==> src/rtl/imem_arbiter_if.sv <==
// imem_arbiter_if: bundles the fetch, loader and memory-side signals of the
// instruction-memory arbiter.
//   slave  modport: the arbiter's view (takes requests and memory responses,
//                   drives grants, memory requests, routed responses, err).
//   master modport: the environment's view (requesters plus memory).
interface imem_arbiter_if #(
    parameter int INSTR_MEM_IDX_W = 10,
    parameter int INT_DATA_W      = 32
);
    logic                       f_req_valid;
    logic [INSTR_MEM_IDX_W-1:0] f_req_addr;
    logic                       f_req_ready;
    logic                       f_flush;
    logic                       f_resp_valid;
    logic [INT_DATA_W-1:0]      f_resp_data;
    logic                       l_req_valid;
    logic                       l_req_we;
    logic [INSTR_MEM_IDX_W-1:0] l_req_addr;
    logic [INT_DATA_W-1:0]      l_req_wdata;
    logic                       l_req_ready;
    logic                       l_resp_valid;
    logic [INT_DATA_W-1:0]      l_resp_data;
    logic                       mem_req_valid;
    logic                       mem_req_we;
    logic [INSTR_MEM_IDX_W-1:0] mem_req_addr;
    logic [INT_DATA_W-1:0]      mem_req_wdata;
    logic                       mem_resp_valid;
    logic [INT_DATA_W-1:0]      mem_resp_data;
    logic                       err;

    modport slave (
        input  f_req_valid, f_req_addr, f_flush,
        input  l_req_valid, l_req_we, l_req_addr, l_req_wdata,
        input  mem_resp_valid, mem_resp_data,
        output f_req_ready, f_resp_valid, f_resp_data,
        output l_req_ready, l_resp_valid, l_resp_data,
        output mem_req_valid, mem_req_we, mem_req_addr, mem_req_wdata,
        output err
    );

    modport master (
        output f_req_valid, f_req_addr, f_flush,
        output l_req_valid, l_req_we, l_req_addr, l_req_wdata,
        output mem_resp_valid, mem_resp_data,
        input  f_req_ready, f_resp_valid, f_resp_data,
        input  l_req_ready, l_resp_valid, l_resp_data,
        input  mem_req_valid, mem_req_we, mem_req_addr, mem_req_wdata,
        input  err
    );
endinterface

==> src/rtl/imem_arbiter.sv <==
// imem_arbiter: shares a single-port fixed-latency instruction memory between
// the fetch stage (read-only) and the loader/debug port (read/write).
// Arbitration is combinational; a tag pipeline of depth MEM_LATENCY remembers
// who owns each in-flight read so the response can be routed back, and fetch
// reads killed by f_flush are dropped on return.
// Ports:
//   clk    - clock
//   rst_n  - asynchronous active-low reset
//   bus    - imem_arbiter_if.slave: fetch request/flush/response, loader
//            request/response, memory request/response, sticky err
// Optional feature: define IMEM_ARB_STARVE_GUARD_EN to enable the loader
// starvation counter (forced loader grant after STARVE_LIMIT denied cycles).
module imem_arbiter #(
    parameter int INSTR_MEM_IDX_W = 10,
    parameter int INT_DATA_W      = 32,
    parameter int MEM_LATENCY     = 1,
    parameter int STARVE_LIMIT    = 8
) (
    input logic           clk,
    input logic           rst_n,
    imem_arbiter_if.slave bus
);
    localparam logic OWNER_FETCH  = 1'b0;
    localparam logic OWNER_LOADER = 1'b1;

    typedef struct packed {
        logic valid;
        logic owner;
        logic killed;
    } tag_t;

    tag_t [MEM_LATENCY-1:0] tags_r;
    tag_t [MEM_LATENCY-1:0] tags_next_s;
    tag_t                   exit_s;
    logic                   exit_killed_s;
    logic                   resp_hit_s;
    logic                   f_grant_s;
    logic                   l_grant_s;
    logic                   starve_s;
    logic                   err_r;

`ifdef IMEM_ARB_STARVE_GUARD_EN
    localparam int CNT_W = $clog2(STARVE_LIMIT + 1);
    logic [CNT_W-1:0] cnt_r;
    logic [CNT_W-1:0] cnt_next_s;

    // Loader forced to win once it has been denied STARVE_LIMIT cycles in a row.
    always_comb begin
        starve_s = bus.l_req_valid && (cnt_r == CNT_W'(STARVE_LIMIT));
    end

    // Count consecutive denied loader cycles, saturating at the limit.
    always_comb begin
        cnt_next_s = '0;
        if (bus.l_req_valid && !l_grant_s) begin
            if (cnt_r == CNT_W'(STARVE_LIMIT)) begin
                cnt_next_s = cnt_r;
            end else begin
                cnt_next_s = cnt_r + CNT_W'(1);
            end
        end else begin
            cnt_next_s = '0;
        end
    end

    // Starvation counter register.
    always_ff @(posedge clk or negedge rst_n) begin
        if (!rst_n) begin
            cnt_r <= '0;
        end else begin
            cnt_r <= cnt_next_s;
        end
    end
`else
    // Strict fetch priority: the loader is never forced in.
    always_comb begin
        starve_s = 1'b0;
    end
`endif

    // Grant selection; all grants are suppressed while reset is held.
    always_comb begin
        f_grant_s = 1'b0;
        l_grant_s = 1'b0;
        if (rst_n) begin
            if (bus.f_req_valid && !bus.f_flush && !starve_s) begin
                f_grant_s = 1'b1;
            end else if (bus.l_req_valid) begin
                l_grant_s = 1'b1;
            end else begin
                f_grant_s = 1'b0;
                l_grant_s = 1'b0;
            end
        end else begin
            f_grant_s = 1'b0;
            l_grant_s = 1'b0;
        end
    end

    // Memory request driven from the winner; address and data zero when idle.
    always_comb begin
        bus.f_req_ready   = f_grant_s;
        bus.l_req_ready   = l_grant_s;
        bus.mem_req_valid = f_grant_s | l_grant_s;
        bus.mem_req_we    = l_grant_s & bus.l_req_we;
        bus.mem_req_addr  = '0;
        bus.mem_req_wdata = '0;
        if (f_grant_s) begin
            bus.mem_req_addr = bus.f_req_addr;
        end else if (l_grant_s) begin
            bus.mem_req_addr  = bus.l_req_addr;
            bus.mem_req_wdata = bus.l_req_wdata;
        end else begin
            bus.mem_req_addr  = '0;
            bus.mem_req_wdata = '0;
        end
    end

    // Response routing against the exiting tag; a flush in the exit cycle
    // still kills a fetch response.
    always_comb begin
        exit_s           = tags_r[MEM_LATENCY-1];
        exit_killed_s    = exit_s.killed | (bus.f_flush & (exit_s.owner == OWNER_FETCH));
        resp_hit_s       = rst_n & bus.mem_resp_valid & exit_s.valid;
        bus.f_resp_valid = resp_hit_s & (exit_s.owner == OWNER_FETCH) & !exit_killed_s;
        bus.l_resp_valid = resp_hit_s & (exit_s.owner == OWNER_LOADER);
        bus.f_resp_data  = bus.f_resp_valid ? bus.mem_resp_data : '0;
        bus.l_resp_data  = bus.l_resp_valid ? bus.mem_resp_data : '0;
        bus.err          = err_r;
    end

    // Next tag pipeline: shift by one, kill fetch entries on flush, and insert
    // a tag for a read grant (writes insert an empty slot).
    always_comb begin
        tags_next_s = '0;
        for (int i = 1; i < MEM_LATENCY; i++) begin
            tags_next_s[i] = tags_r[i-1];
            if (bus.f_flush && tags_r[i-1].valid && (tags_r[i-1].owner == OWNER_FETCH)) begin
                tags_next_s[i].killed = 1'b1;
            end else begin
                tags_next_s[i].killed = tags_r[i-1].killed;
            end
        end
        tags_next_s[0].valid  = f_grant_s | (l_grant_s & !bus.l_req_we);
        tags_next_s[0].owner  = l_grant_s ? OWNER_LOADER : OWNER_FETCH;
        tags_next_s[0].killed = 1'b0;
    end

    // Tag pipeline register.
    always_ff @(posedge clk or negedge rst_n) begin
        if (!rst_n) begin
            tags_r <= '0;
        end else begin
            tags_r <= tags_next_s;
        end
    end

    // Sticky protocol error: response without a read, or a read without response.
    always_ff @(posedge clk or negedge rst_n) begin
        if (!rst_n) begin
            err_r <= 1'b0;
        end else if ((bus.mem_resp_valid && !exit_s.valid) ||
                     (exit_s.valid && !bus.mem_resp_valid)) begin
            err_r <= 1'b1;
        end else begin
            err_r <= err_r;
        end
    end
endmodule
==> src/flat_wrapper.sv <==
// flat-port wrapper written by rule: the top's interface ports become plain ports
module imem_arbiter_flat 
#(
    parameter int INSTR_MEM_IDX_W = 10,
    parameter int INT_DATA_W      = 32,
    parameter int MEM_LATENCY     = 1,
    parameter int STARVE_LIMIT    = 8
)
  (clk, rst_n, bus_f_req_valid, bus_f_req_addr, bus_f_flush, bus_l_req_valid, bus_l_req_we, bus_l_req_addr, bus_l_req_wdata, bus_mem_resp_valid, bus_mem_resp_data, bus_f_req_ready, bus_f_resp_valid, bus_f_resp_data, bus_l_req_ready, bus_l_resp_valid, bus_l_resp_data, bus_mem_req_valid, bus_mem_req_we, bus_mem_req_addr, bus_mem_req_wdata, bus_err);
  imem_arbiter_if #(.INSTR_MEM_IDX_W(INSTR_MEM_IDX_W), .INT_DATA_W(INT_DATA_W)) bus_i ();
  input logic clk;
  input logic rst_n;
  input wire logic [$bits(bus_i.f_req_valid)-1:0] bus_f_req_valid;
  input wire logic [$bits(bus_i.f_req_addr)-1:0] bus_f_req_addr;
  input wire logic [$bits(bus_i.f_flush)-1:0] bus_f_flush;
  input wire logic [$bits(bus_i.l_req_valid)-1:0] bus_l_req_valid;
  input wire logic [$bits(bus_i.l_req_we)-1:0] bus_l_req_we;
  input wire logic [$bits(bus_i.l_req_addr)-1:0] bus_l_req_addr;
  input wire logic [$bits(bus_i.l_req_wdata)-1:0] bus_l_req_wdata;
  input wire logic [$bits(bus_i.mem_resp_valid)-1:0] bus_mem_resp_valid;
  input wire logic [$bits(bus_i.mem_resp_data)-1:0] bus_mem_resp_data;
  output wire logic [$bits(bus_i.f_req_ready)-1:0] bus_f_req_ready;
  output wire logic [$bits(bus_i.f_resp_valid)-1:0] bus_f_resp_valid;
  output wire logic [$bits(bus_i.f_resp_data)-1:0] bus_f_resp_data;
  output wire logic [$bits(bus_i.l_req_ready)-1:0] bus_l_req_ready;
  output wire logic [$bits(bus_i.l_resp_valid)-1:0] bus_l_resp_valid;
  output wire logic [$bits(bus_i.l_resp_data)-1:0] bus_l_resp_data;
  output wire logic [$bits(bus_i.mem_req_valid)-1:0] bus_mem_req_valid;
  output wire logic [$bits(bus_i.mem_req_we)-1:0] bus_mem_req_we;
  output wire logic [$bits(bus_i.mem_req_addr)-1:0] bus_mem_req_addr;
  output wire logic [$bits(bus_i.mem_req_wdata)-1:0] bus_mem_req_wdata;
  output wire logic [$bits(bus_i.err)-1:0] bus_err;
  assign bus_i.f_req_valid = bus_f_req_valid;
  assign bus_i.f_req_addr = bus_f_req_addr;
  assign bus_i.f_flush = bus_f_flush;
  assign bus_i.l_req_valid = bus_l_req_valid;
  assign bus_i.l_req_we = bus_l_req_we;
  assign bus_i.l_req_addr = bus_l_req_addr;
  assign bus_i.l_req_wdata = bus_l_req_wdata;
  assign bus_i.mem_resp_valid = bus_mem_resp_valid;
  assign bus_i.mem_resp_data = bus_mem_resp_data;
  assign bus_f_req_ready = bus_i.f_req_ready;
  assign bus_f_resp_valid = bus_i.f_resp_valid;
  assign bus_f_resp_data = bus_i.f_resp_data;
  assign bus_l_req_ready = bus_i.l_req_ready;
  assign bus_l_resp_valid = bus_i.l_resp_valid;
  assign bus_l_resp_data = bus_i.l_resp_data;
  assign bus_mem_req_valid = bus_i.mem_req_valid;
  assign bus_mem_req_we = bus_i.mem_req_we;
  assign bus_mem_req_addr = bus_i.mem_req_addr;
  assign bus_mem_req_wdata = bus_i.mem_req_wdata;
  assign bus_err = bus_i.err;
  imem_arbiter #(.INSTR_MEM_IDX_W(INSTR_MEM_IDX_W), .INT_DATA_W(INT_DATA_W), .MEM_LATENCY(MEM_LATENCY), .STARVE_LIMIT(STARVE_LIMIT)) u_core (.clk(clk), .rst_n(rst_n), .bus(bus_i));
endmodule
==> config.mk <==
export PLATFORM = sky130hd
export DESIGN_NAME = imem_arbiter_flat
export DESIGN_NICKNAME = d
export VERILOG_FILES = /design/src/rtl/imem_arbiter_if.sv /design/src/rtl/imem_arbiter.sv /design/src/flat_wrapper.sv
export SDC_FILE = /design/constraint.sdc
export NUM_CORES = 1
export LEC_CHECK = 0
export BUFFER_PORTS_ARGS = -buffer_cell sky130_fd_sc_hd__buf_2
export CORE_AREA = 2 2 79 81
export DETAILED_ROUTE_END_ITERATION = 10
export DIE_AREA = 0 0 81 83
export GPL_ROUTABILITY_DRIVEN = 0
export HOLD_SLACK_MARGIN = 0.06
export PLACE_DENSITY = 0.7
export SETUP_SLACK_MARGIN = 0.1
export SLEW_MARGIN = 20
export SYNTH_ARGS = -nofsm -noshare
export SYNTH_HDL_FRONTEND = slang
export SYNTH_SLANG_ARGS = --single-unit
export TNS_END_PERCENT = 30
==> constraint.sdc <==
create_clock -name clk -period 3.8 [get_ports clk]
set_clock_uncertainty 0.2 [all_clocks]
set_input_delay 1.14 -clock clk [delete_from_list [all_inputs] [get_ports clk]]
set_output_delay 1.14 -clock clk [all_outputs]
set_load 0.01 [all_outputs]
==> reports/summary.txt, run 1 <==
status = complete, no violations
Max VDD drop = 0.0714 mV
RR Startpoint = u_core.exit_s[2]
Synth area leader = and2_1
Sw Ratio = 31.0%
Final Setup Violations = 0
chip width = 81 µm
max cap viols = 0
register area share after synthesis = 7.11%
First-pass DRT Iterations = 4
final hold violation count = 0
Core Footprint = 0.00582 mm²
synth warn = 0
Setup crit end kind = output pin
CP top delay family = buffers and inverters
worst path bufs/invs = 3
Synth area leaders = and2_1 (51%), and2_2 (8.5%), a21boi_0 (7.8%), dfrtp_1 (7.1%), nand3_1 (4.7%)
Final nets = 446
Crit. Startpoint = rst_n
initial core utilization = 18.2%
Final min period = 3.56 ns
actual transition at the worst max-transition pin = 0.255 ns
footprint of the multi-input gates = 896 µm²
Worst Setup Start Kind = input port
NetSw = 0.0777 mW
Ant. Diodes = 0
first-pass GRT wire length = 6540 µm
fillers = 600
max incr delay on CP = 0.29 ns
mean area per synthesized cell = 6.73 µm²
Lkg Pwr = 1.43 nW
FP Rows = 28
Seq pwr share = 13.8%
DR vias/cell = 4.06
cell mode on critical path = buf_2
largest net degree at the start of global routing = 36
Wirelength per Cell = 10.3 µm
Final ANT Viol Nets = 0
CP arrival = 2.22 ns
top-area cell type share of the netlist area = 50.9%
Register Area = 75.1 µm²
fin util = 37.1%
WS Path Type = in -> out
RSZ-0062 raised after global routing = no
area grow syn2layout = 104%
Final WS setup = 0.241 ns
DIE HEIGHT = 83 µm
total power per unit cell area = 116 mW/mm²
clk sinks = 3
hold buffer count at CTS = 0
CTS root buffer = clkbuf_8
Top Ports = 204
reg-to-reg endpoint = u_core.bus.err
Net Count, Synth = 248
CTS Buf Count = 3
latest clock arrival within the worst-skew pair = 0.21 ns
Max Freq = 281 MHz
Max Root-Sink Buffers = 2
slowest CP cell = buf_4
Mapped Area = 0.00106 mm²
vias in the first global route = 1,536
Int Power = 0.173 mW
Worst path depth = 6
clock-pin slew on the worst setup and hold paths = 0.03 ns
global route total overflow = 0
Max transition margin = 83.0%
r2r setup slk = 2.85 ns
Slew Viols, Final = 0
I/O Buffers = 203
#FFs+latches synth = 3
initial antenna violation count = 0
Final HPWL DP = 4000 µm
Setup crit end = bus_f_resp_data[30]
H-tree depth = 1
Clk pwr share = 36.0%
hold crit path type = reg -> reg
Starting DRT DRC Count = 28
Cell Chain, Critical Path = buf_2 > nand2_2 > nor4b_4 > buf_4 > and2_2 > buf_2
synth unique cells = 21
die area = 0.00672 mm²
Crit Path Max Fanout = 33
Critical Path RT = 2.46 ns
post-detailed-route DRC marker count = 0
vias = 1,743
r2r worst-path depth = 2
Syn Inst Count = 157
wire length after detailed routing = 4430 µm
Logic pwr share = 50.2%
CTS tree = done
Final Cycle Share = 93.7%
dpl ws = 0.139 ns
Final TNS setup = 0 ns
layout cells sized above 1 = 63.8%
Global Route Usage Sum = 12.1%
==> synth_stat cells <==
library cell  count
xnor2_1           1
buf_6             3
clkbuf_2          2
and3_2            1
and2_2           12
nand2b_1          2
nor4b_4           1
nand2_1          11
nor2b_1           1
buf_2             3
nand3_1          10
buf_1             1
a21boi_0         11
nand2b_4          1
nor2_1            1
clkbuf_1          3
o21a_1            1
dfrtp_1           3
buf_4             2
and2_1           86
nand2_2           1
==> layout make-up <==
type	instances	area share [%]
clock buffers	4	2.09
multi-input cells	140	41.6
flip-flops and latches	3	3.48
well taps	75	4.35
repair buffers	207	48.5
==> per-layer routing <==
metal  GRT usage (%)  wire length, µm  up-vias
met5               0                0        -
met4            4.16               39        0
met3           0.652              508        2
met2            27.0             2470      120
met1            10.4             1410      738
li1                -                -      883
==> timing repair <==
action                     4_1_cts  5_1_grt
setup endpoints to repair        0       19
setup buffers                    0        0
gates resized for setup          0        1
==> power groups by stage <==
stage               Sequential, mW  Clock (mW)  Combinational (mW)
floorplan                   0.0347           0              0.0526
global placement            0.0349           0               0.125
detailed placement          0.0350           0               0.127
CTS                         0.0346      0.0931               0.128
global route                0.0348      0.0959               0.140
finish                      0.0346      0.0903               0.126
==> flip-flops by register name, summed over array words and instances (netlist names) <==
| signal | count |
|---|---|
| u_core.exit_s | 2 |
| u_core.bus.err | 1 |
==> worst register-to-register path: cells and delay by family (launching register included) <==
| family | cells | cell delay, ns |
|---|---|---|
| simple gates | 1 | 0.07 |
| xor+xnor | 1 | 0.16 |
| flops | 1 | 0.39 |
==> logic make-up (layout without fill, tap and decap cells) <==
kind of cell | after synthesis | count (layout) | share of synthesized area, %
DFF | 3 | 3 | 7.11
and+or+nand+nor | 127 | 127 | 75.1
xor gates and xnor gates | 1 | 1 | 0.830
AOI/OAI and AO/OA | 12 | 12 | 8.53
buffers and inverters | 14 | 211 | 8.41
==> layout by cell type, fill, tap and decap left out, types with 2 or more instances in the layout <==
cell / synthesis / final
buf_2: 3 / 203
and2_1: 86 / 86
and2_2: 12 / 12
nand2_1: 11 / 11
a21boi_0: 11 / 11
nand3_1: 10 / 10
buf_4: 2 / 4
clkbuf_8: 0 / 3
dfrtp_1: 3 / 3
nand2b_1: 2 / 2
==> how the worst min path moves through the flow <==
| stage | startpoint | end | slack [ns] | cells past startpoint |
|---|---|---|---|---|
| after floorplan | u_core.bus.err | u_core.bus.err | 0.30 | 1 |
| after global placement | u_core.bus.err | u_core.bus.err | 0.25 | 1 |
| after detailed placement | u_core.bus.err | u_core.bus.err | 0.25 | 1 |
| after CTS | u_core.bus.err | u_core.bus.err | 0.26 | 1 |
| after global routing | u_core.bus.err | u_core.bus.err | 0.26 | 1 |
| final | u_core.bus.err | u_core.bus.err | 0.25 | 1 |
==> metrics by stage <==
step | area, µm² | total power [mW] | hold WS, ns | cells
4_1_cts | 2150 | 0.255 | 0.259 | 429
2_1_floorplan | 1060 | 0.0873 | 0.304 | 157
6_report | 2160 | 0.251 | 0.255 | 429
3_5_place_dp | 2110 | 0.162 | 0.252 | 425
3_3_place_gp | 2110 | 0.160 | 0.248 | 425
5_1_grt | 2160 | 0.271 | 0.261 | 429
Power figures use the tool's default switching activity.
==> inputs of run 2 (changes only) <==
--- a/config.mk
+++ b/config.mk
@@ -10,6 +10,7 @@
 export DETAILED_ROUTE_END_ITERATION = 10
 export DIE_AREA = 0 0 81 83
 export GPL_ROUTABILITY_DRIVEN = 0
+export GPL_TIMING_DRIVEN = 0
 export HOLD_SLACK_MARGIN = 0.06
 export PLACE_DENSITY = 0.7
 export SETUP_SLACK_MARGIN = 0.1
==> run 2 against run 1 <==
Net effect:
- count of clock-buffer cells in the layout unchanged
- via count increased by 1.1%
- sequential share of layout area decreased by 0.12 points
- combinational power about the same
- non-clock buffer count increased by 12
- die area unchanged
- clock power increased by 2%
- core utilization increased by 1.3 points
- total power increased by 2.0%
- routed wire length increased by 3.1%
==> reports/summary.txt, run 2 (synthesized netlist as in run 1, its figures left out) <==
status = complete, no violations
latest clock arrival within the worst-skew pair = 0.21 ns
Final nets = 458
max cap viols = 0
Final TNS setup = 0 ns
fin area = 0.00223 mm²
Inst Count DP = 435
I/O Buffers = 203
CTS tree = done
Ant. Diodes = 0
DR vias/cell = 4.00
wire length after detailed routing = 4570 µm
clock-pin slew on the worst setup and hold paths = 0.03 ns
Final Cycle Share = 94.7%
RSZ-0062 raised after global routing = yes
final hold violation count = 0
Max Root-Sink Buffers = 2
Top Ports = 204
Setup crit end = bus_f_resp_data[30]
initial core utilization = 18.2%
post-detailed-route DRC marker count = 0
total power per unit cell area = 115 mW/mm²
most frequent cells in the layout = buf_2 (206), and2_1 (86), and2_2 (12), nand2_1 (11), a21boi_0 (11)
reg-to-reg endpoint = u_core.bus.err
vias = 1,762
r2r worst-path depth = 2
die area = 0.00672 mm²
layout cells sized above 1 = 64.5%
Max VDD drop = 0.0658 mV
Worst Setup Start Kind = input port
Final ANT Viol Nets = 0
area grow syn2layout = 111%
r2r setup slk = 2.85 ns
H-tree depth = 1
actual transition at the worst max-transition pin = 0.405 ns
WS Path Type = in -> out
fillers = 622
vias in the first global route = 1,562
CTS Buf Count = 3
global route total overflow = 0
first-pass GRT wire length = 6780 µm
largest net degree at the start of global routing = 12
Wirelength per Cell = 10.4 µm
Critical Path RT = 2.46 ns
Global Route Usage Sum = 12.5%
Post-Place Cell Area = 0.00217 mm²
Setup crit end kind = output pin
First-pass DRT Iterations = 4
hold crit path type = reg -> reg
Layout Cells excl Fill = 441
Design Power = 0.256 mW
Max Freq = 278 MHz
Slew Viols, Final = 0
Starting DRT DRC Count = 25
clk sinks = 3
Crit Path Max Fanout = 10
initial antenna violation count = 0
min-delay src = u_core.bus.err
Final Setup Violations = 0
Final min period = 3.60 ns
Final HPWL DP = 4150 µm
CTS root buffer = clkbuf_8
number of flip-flops in the largest register = 2
hold buffer count at CTS = 0
Core Footprint = 0.00582 mm²
Crit. Startpoint = rst_n
DIE HEIGHT = 83 µm
FP Rows = 28
RR Startpoint = u_core.exit_s[2]
CP arrival = 2.26 ns
Max transition margin = 73.0%
Lkg Pwr = 1.48 nW
chip width = 81 µm
commonest non-fill, non-tap cell in the layout = buf_2
==> run 2: layout make-up <==
type | count | area, µm² | share of cell area [%]
multi-input combinational | 140 | 895 | 40.1
tap | 75 | 93.8 | 4.21
sequential | 3 | 75.1 | 3.37
buffer | 14 | 90.1 | 4.04
clock buffer | 4 | 45.0 | 2.02
timing repair buffer | 205 | 1030 | 46.2
==> run 2: worst max-delay path, cell delays in order <==
cell and delay, ns:
buf_2 0.17, nand2_2 0.10, nor4b_4 0.29, buf_4 0.17
buf_6 0.11, and2_2 0.14, buf_2 0.12
==> run 2: metrics by stage <==
| step | worst slack, ns | util (%) | hold WS, ns |
|---|---|---|---|
| floorplan | 0.531 | - | 0.304 |
| global placement | 0.0760 | 37.2 | 0.251 |
| detailed placement | 0.0818 | 37.2 | 0.258 |
| CTS | 0.0851 | 38.1 | 0.264 |
| global route | 0.0404 | 38.3 | 0.298 |
| finish | 0.202 | 38.3 | 0.259 |
==> run 2: how the worst min path moves through the flow <==
stage | slack, ns | to | cells past startpoint
6_report | 0.26 | u_core.bus.err | 1
5_1_grt | 0.30 | u_core.bus.err | 1
4_1_cts | 0.26 | u_core.bus.err | 1
3_5_place_dp | 0.26 | u_core.bus.err | 1
3_3_place_gp | 0.25 | u_core.bus.err | 1
2_1_floorplan | 0.30 | u_core.bus.err | 1
==> run 2: per-layer routing <==
| layer | vias up | track usage (%) | routed length, µm |
|---|---|---|---|
| li1 | 907 | - | - |
| met1 | 729 | 11.7 | 1490 |
| met2 | 122 | 26.4 | 2490 |
| met3 | 4 | 1.20 | 540 |
| met4 | 0 | 4.01 | 48 |
| met5 | - | 0 | 0 |
==> run 2: what timing repair did <==
item | in CTS | in global routing
setup endpoints to repair | 22 | 49
setup buffers | 0 | 2
resized for setup | 1 | 2
pin swaps | 0 | 1
==> run 2: power breakdown <==
part           total (mW)  internal (mW)  switching (mW)
clock              0.0921         0.0715          0.0206
combinational       0.129         0.0709          0.0584
sequential         0.0345         0.0334         0.00114
